`config.mk`:
```
export PLATFORM = sky130hd
export DESIGN_NAME = clk_monitor
export DESIGN_NICKNAME = d
export VERILOG_FILES = /design/src/rtl/clk_monitor.sv
export SDC_FILE = /design/constraint.sdc
export NUM_CORES = 1
export LEC_CHECK = 0
export ABC_AREA = 1
export BUFFER_PORTS_ARGS = -buffer_cell sky130_fd_sc_hd__buf_4
export CAP_MARGIN = 20
export CORE_MARGIN = 3
export CORE_UTILIZATION = 60
export DETAILED_ROUTE_END_ITERATION = 16
export PLACE_DENSITY = 0.81
export SYNTH_ARGS = -nofsm -noshare
export SYNTH_HDL_FRONTEND = slang
export SYNTH_SLANG_ARGS = --single-unit
```
`constraint.sdc`:
```
create_clock -name Clk -period 2.5 [get_ports Clk]
set_clock_uncertainty 0.2 [all_clocks]
set_input_delay 0.5 -clock Clk [delete_from_list [all_inputs] [get_ports Clk]]
set_output_delay 0.5 -clock Clk [all_outputs]
set_load 0.05 [all_outputs]
```
`src/rtl/clk_monitor.sv`:
```
// clk_monitor: measures the period and high time of an asynchronous
// clock-like signal (Mon_In) in units of Clk cycles. It flags out-of-range
// periods and detects a stuck (edge-free) input.
//
// Optional feature: define CLK_MON_DUTY_EN to enable high-time measurement
// and the duty sanity check. When it is undefined, High_Cnt is tied to 0.
//
// Ports:
//   Clk       in   system clock, all logic on its rising edge
//   Rst       in   synchronous active-high reset
//   Mon_In    in   monitored signal, asynchronous to Clk
//   Clr       in   single-cycle clear of the sticky Prd_Err flag
//   Prd_Valid out  one-cycle pulse, a new measurement is on Prd_Cnt/High_Cnt
//   Prd_Cnt   out  last measured period (Clk cycles)
//   High_Cnt  out  last measured high time (Clk cycles)
//   Locked    out  at least one full period has been measured
//   Stuck     out  no Mon_In edge seen for STUCK_LIM cycles
//   Prd_Err   out  sticky out-of-range flag
module clk_monitor #(
  parameter int unsigned CNT_W     = 16,
  parameter int unsigned MIN_PRD   = 4,
  parameter int unsigned MAX_PRD   = 64,
  parameter int unsigned STUCK_LIM = 256
) (
  input  logic             Clk,
  input  logic             Rst,
  input  logic             Mon_In,
  input  logic             Clr,
  output logic             Prd_Valid,
  output logic [CNT_W-1:0] Prd_Cnt,
  output logic [CNT_W-1:0] High_Cnt,
  output logic             Locked,
  output logic             Stuck,
  output logic             Prd_Err
);

  localparam int unsigned IDLE_W = $clog2(STUCK_LIM + 1);
  localparam logic [CNT_W-1:0]  CNT_MAX  = '1;
  localparam logic [IDLE_W-1:0] IDLE_LIM = IDLE_W'(STUCK_LIM);

  typedef enum logic [1:0] {IDLE, ARMED, LOCK} state_t;

  state_t            state, state_nxt;
  logic              s1, s2, s3;
  logic              rise, fall;
  logic [CNT_W-1:0]  cnt;
  logic [IDLE_W-1:0] idle_cnt, idle_nxt;
  logic              timeout;
  logic              meas;
  logic              bad;

  // Two-flop synchroniser plus one delay flop for edge detection.
  always_ff @(posedge Clk) begin
    if (Rst) begin
      s1 <= 1'b0;
      s2 <= 1'b0;
      s3 <= 1'b0;
    end else begin
      s1 <= Mon_In;
      s2 <= s1;
      s3 <= s2;
    end
  end

  assign rise = s2 & ~s3;
  assign fall = ~s2 & s3;

  // Period counter; saturates so a very long period stays out of range.
  always_ff @(posedge Clk) begin
    if (Rst)                 cnt <= '0;
    else if (rise)           cnt <= CNT_W'(1);
    else if (cnt != CNT_MAX) cnt <= cnt + CNT_W'(1);
  end

  // Edge-free cycle counter, saturating at STUCK_LIM.
  always_comb begin
    idle_nxt = idle_cnt;
    if (rise | fall)              idle_nxt = '0;
    else if (idle_cnt != IDLE_LIM) idle_nxt = idle_cnt + IDLE_W'(1);
  end

  always_ff @(posedge Clk) begin
    if (Rst) idle_cnt <= '0;
    else     idle_cnt <= idle_nxt;
  end

  // Stuck and the drop to IDLE appear on the same edge.
  assign timeout = (idle_nxt == IDLE_LIM);
  assign Stuck   = (idle_cnt == IDLE_LIM);

  // FSM: state register
  always_ff @(posedge Clk) begin
    if (Rst) state <= IDLE;
    else     state <= state_nxt;
  end

  // FSM: next state
  always_comb begin
    state_nxt = state;
    case (state)
      IDLE:    if (rise) state_nxt = ARMED;
      ARMED:   if (rise) state_nxt = LOCK;
      LOCK:    state_nxt = LOCK;
      default: state_nxt = IDLE;
    endcase
    if (timeout) state_nxt = IDLE;
  end

  // FSM: outputs
  always_comb begin
    Locked = (state == LOCK);
    meas   = rise && (state != IDLE);
  end

  always_ff @(posedge Clk) begin
    if (Rst) begin
      Prd_Valid <= 1'b0;
      Prd_Cnt   <= '0;
    end else begin
      Prd_Valid <= meas;
      if (meas) Prd_Cnt <= cnt;
    end
  end

`ifdef CLK_MON_DUTY_EN
  logic [CNT_W-1:0] hcnt;

  // High-time counter: counts while the synchronised input is high,
  // holds while low so the value is still valid at the next rise.
  always_ff @(posedge Clk) begin
    if (Rst)                        hcnt <= '0;
    else if (rise)                  hcnt <= CNT_W'(1);
    else if (s2 && hcnt != CNT_MAX) hcnt <= hcnt + CNT_W'(1);
  end

  always_ff @(posedge Clk) begin
    if (Rst)       High_Cnt <= '0;
    else if (meas) High_Cnt <= hcnt;
  end

  assign bad = Prd_Valid && ((Prd_Cnt < CNT_W'(MIN_PRD)) || (Prd_Cnt > CNT_W'(MAX_PRD)) ||
                             (Prd_Cnt == CNT_MAX) || (High_Cnt == '0) ||
                             (High_Cnt == Prd_Cnt));
`else
  assign High_Cnt = '0;

  assign bad = Prd_Valid && ((Prd_Cnt < CNT_W'(MIN_PRD)) || (Prd_Cnt > CNT_W'(MAX_PRD)) ||
                             (Prd_Cnt == CNT_MAX));
`endif

  // Error is judged on the registered measurement, one cycle after
  // Prd_Valid, so a Clr during the Prd_Valid cycle loses to the set.
  always_ff @(posedge Clk) begin
    if (Rst)      Prd_Err <= 1'b0;
    else if (bad) Prd_Err <= 1'b1;
    else if (Clr) Prd_Err <= 1'b0;
  end

endmodule

```
# Word level (Yosys, flattened, before mapping)
# Cells that the tools add are included.
# Widths: inputs -> output; s select.
# word_totals
reg_bits,48
input_bits,4
# classes
order_cmp,2
n_bitwise,5
eq_ne,9
n_reduce_logical,11
add_sub_neg,2
n_mux,9
# ops
operator,count
$eq 9x9->1 const B,2
$mux 9,2
$add 16x1->16 const B,1
$eq 16x16->1 const B,1
$gt 16x7->1 const B,1
$lt 16x3->1 const B,1
$ne 16x16->1 const B,1
$add 9x1->9 const B,1
$ne 9x9->1 const B,1
$pmux 2 s3,1
$reduce_bool 2->1,3
$mux 1,4
$mux 2,2
$ne 2x2->1 const B,2
$reduce_or 2->1,2
$and 1x1->1,2
$eq 2x1->1 const B,1
$eq 2x2->1 const B,1
$logic_and 1x1->1,2
$logic_not 2->1,1
$logic_or 1x1->1,2
$not 1->1,2
$reduce_and 2->1,1
$or 1x1->1,1

# Longest topological paths before layout
# depth
ltp_word,6
mapped_depth,12
mapped_depth_nobuf,12

# Worst setup path after synthesis
# OpenSTA, ideal clock, no wires.
# synth_path
kind,reg2out
start,reg idle_cnt[0]
end,out Stuck
n_path_buf,0
required_time_ps,1800
stages_incl_launch_ff,7
arrival_time_ps,1097
setup_slack_ps,703
cell_sequence,dfxtp_1 -> inv_1 -> ha_1 -> inv_1 -> nor2_1 -> nand3_1 -> inv_1
# synth_between
elab_chain_len,1
# synth_lines
element,line_no,source
"start, declared",47,"logic [IDLE_W-1:0] idle_cnt, idle_nxt;"
"start signal, assigned",84,else idle_cnt <= idle_nxt;
$eq 9x9->1,89,assign Stuck = (idle_cnt == IDLE_LIM);
"end, declared",33,"output logic Stuck,"
# Every way passes these cells.

# Worst setup path in the final report
# Same ends and word-level chain as after synthesis.

==> flow_summary_export.csv <==
group,metric,value,unit
clock_network,clock_path_buffers,2,
timing,rsz0062_at_grt,"no",
floorplan,initial_core_util,0.643,
yosys,postSynthCellCount,336,
timing,finalCriticalPeriod,2.13,ns
floorplan,die-area,4870,µm²
setup_path,path_class,"flip-flop to output pin",
timing,setup_tns,0,ns
floorplan,fp-row-count,22,
route,vias,2085,
setup_path,startpoint_type,"flip-flop",
clock_network,cts_tree,"done",
route,drt_first_pass_iters,5,
grt,antenna_found_initial,0,
finish,regArea,961,µm²
finish,nets,372,
timing,fin_ws,0.370,ns
clock_network,htreeDepth,2,
flow_run,cap_violations,0,
finish,multi_input_area,1190,µm²
clock_network,cts-root-buf,"clkbuf_8",
clock_network,clock_latency,0.30,ns
grt,grt_pass1_wl,8540,µm
route,routed_wirelength,4870,µm
power_and_ir_drop,powerDensity,528,nW/µm²
yosys,netlist_area,2440,µm²
outcome,status,"completed",
clock_network,clk_pin_slew_worst_paths,0.08,ns
route,post_drt_wl_per_cell,11.9,µm
setup_path,endpoint_kind,"output pin",
floorplan,coreArea,3800,µm²
yosys,async_flop_share,0,
finish,final_layout_size_suffix_gt1_frac,0.163,
grt,gr-total-overflow,0,
yosys,synth.distinct_cells,35,
setup_path,reg2reg_from,"idle_cnt[0]",
clock_network,holdBufCountCts,0,
finish,area_growth,10.2,%
timing,max_freq,0.470,GHz
power_and_ir_drop,p_leak,0.00127,µW
place,gp_congestion,0.870,
clock_network,cts_setup_buffers,0,
grt,grtUsageMet1,0.300,
worst_hold_path,hp-class,"input pin to flip-flop",
floorplan,io_pins,40,
setup_path,worstSetupStartpoint,"idle_cnt[0]",
setup_path,cp_data_arrival_time,1.43,ns
grt,use_met2,0.323,
yosys,ys_seq_elements,48,
finish,final_util,0.709,
grt,busiest_layer,"met2",
grt,met3_usage,0.0478,
yosys,ys.flop_type,"dfxtp_1",
finish,fill_cells,337,
setup_path,crit_fanout,4,
grt,grt_max_degree,26,
finish,diodes,0,
route,first_iter_violations,126,
yosys,postSynthAreaPerCell,7.27,µm²
clock_network,clock-sinks,48,
place,dp_slack,0.702,ns
yosys,yosys_warnings,0,
floorplan,die_w,69.8,µm
finish,finalNonFillerCells,410,
route,viasPerCell,5.09,
grt,grt_pass1_vias,1906,
worst_hold_path,worstHoldStart,"Mon_In",
place,numPlacedInstances,402,
clock_network,cts_resized,0,
place,port_buffers,23,
grt,grtUsageTotal,0.213,
timing,drv_slew,0,
power_and_ir_drop,p_total,1420,µW
route,drtAntennaViolNets,0,
floorplan,die_h,69.8,µm
power_and_ir_drop,vdd_drop_max,430,µV
timing,report.final.hold_viol_count,0,
setup_path,crit_required,1.80,ns
timing,final-setup-viol-count,0,
clock_network,cts-buffers-inserted,5,
route,route.detailed.drc,0,
yosys,synth-edff-count,0,
yosys,synth_seq_area_share,0.393,
timing,finalCritPeriodShare,0.852,
place,dp_hpwl,3640,µm
[path summary, 6_finish.rpt]
check	end	slack (ns)	depth (start not counted)
worst max register to register	state[0]	0.71	12
worst max-delay path	Stuck	0.37	7
worst min-delay path	s1	0.20	3
worst min register to register	s2	0.21	2
[metrics by stage]
step / cell area (µm²) / hold WS (ns)
2_1_floorplan: 2500 / 0.188
3_3_place_gp: 2600 / 0.195
3_5_place_dp: 2600 / 0.202
4_1_cts: 2690 / 0.195
5_1_grt: 2690 / 0.225
6_report: 2690 / 0.200
[sequential cells by signal, indices dropped and copies added, names as in the netlist]
| signal | cells |
|---|---|
| s3 | 1 |
| Prd_Err | 1 |
| state | 2 |
| idle_cnt | 9 |
| s1 | 1 |
| Prd_Valid | 1 |
| s2 | 1 |
| cnt | 16 |
| Prd_Cnt | 16 |
[cell usage after synthesis, types with 4 or more instances]
master    instances  area (µm²)
a21oi_1          26         130
buf_4            16         120
clkbuf_1          5        18.8
dfxtp_1          48         961
ha_1              7        87.6
inv_1            44         165
inv_2             4        15.0
nand2_1          46         173
nand2_2           4        25.0
nand3_1          16        80.1
nand3_2           5        50.1
nor2_1           46         173
nor3_1            8        40.0
o21ai_0          23         115
o21ai_1           5        25.0
[power breakdown]
part	total, µW	switching, µW	internal [µW]
clock network	462	236	226
logic	167	128	39.6
registers	792	12.5	779
total	1420	376	1040
[routing by layer]
metal / part of all wire / vias to the layer above / wire, µm
met5: 0 / - / 0
met1: 0.50 / 921 / 2410
met2: 0.43 / 59 / 2070
met4: 0.015 / 0 / 72
li1: - / 1098 / -
met3: 0.065 / 7 / 315
[layout by cell type (no fill, tap or decap), types with 3 or more instances in the layout]
cell type  count
nor2_1        46
ha_1           7
nor3_1         8
o21ai_0       23
o21ai_1        5
nor3_2         3
inv_1         44
conb_1        16
xor2_1         3
a21oi_1       26
nand2_2        4
clkbuf_8       6
nand2_1       46
inv_2          4
nand3_2        5
nor2_2         3
dfxtp_1       48
buf_4         25
nand3_1       16
[critical path: stages, from the launching register on]
cell	delay, ns
dfxtp_1	0.38
inv_1	0.08
ha_1	0.21
inv_1	0.08
nor2_1	0.05
nand3_1	0.11
inv_1	0.05
buf_4	0.18
[cell type report]
cell class / instances / area share
tap: 48 / 0.0223
clock buffer: 8 / 0.0335
timing repair buffer: 25 / 0.0697
multi-input combinational: 229 / 0.444
inverter: 52 / 0.0739
sequential: 48 / 0.357
[logic make-up after synthesis]
group / after synthesis / synth area share
AND/OR/NAND/NOR: 143 / 0.289
buffers and inverters: 74 / 0.140
AO/OA/AOI/OAI: 59 / 0.125
flip-flops: 48 / 0.393
adder cells (fa/ha/maj): 7 / 0.0359
XOR/XNOR: 4 / 0.0143
other: 1 / 0.00154
(Power assumes the default switching activity.)
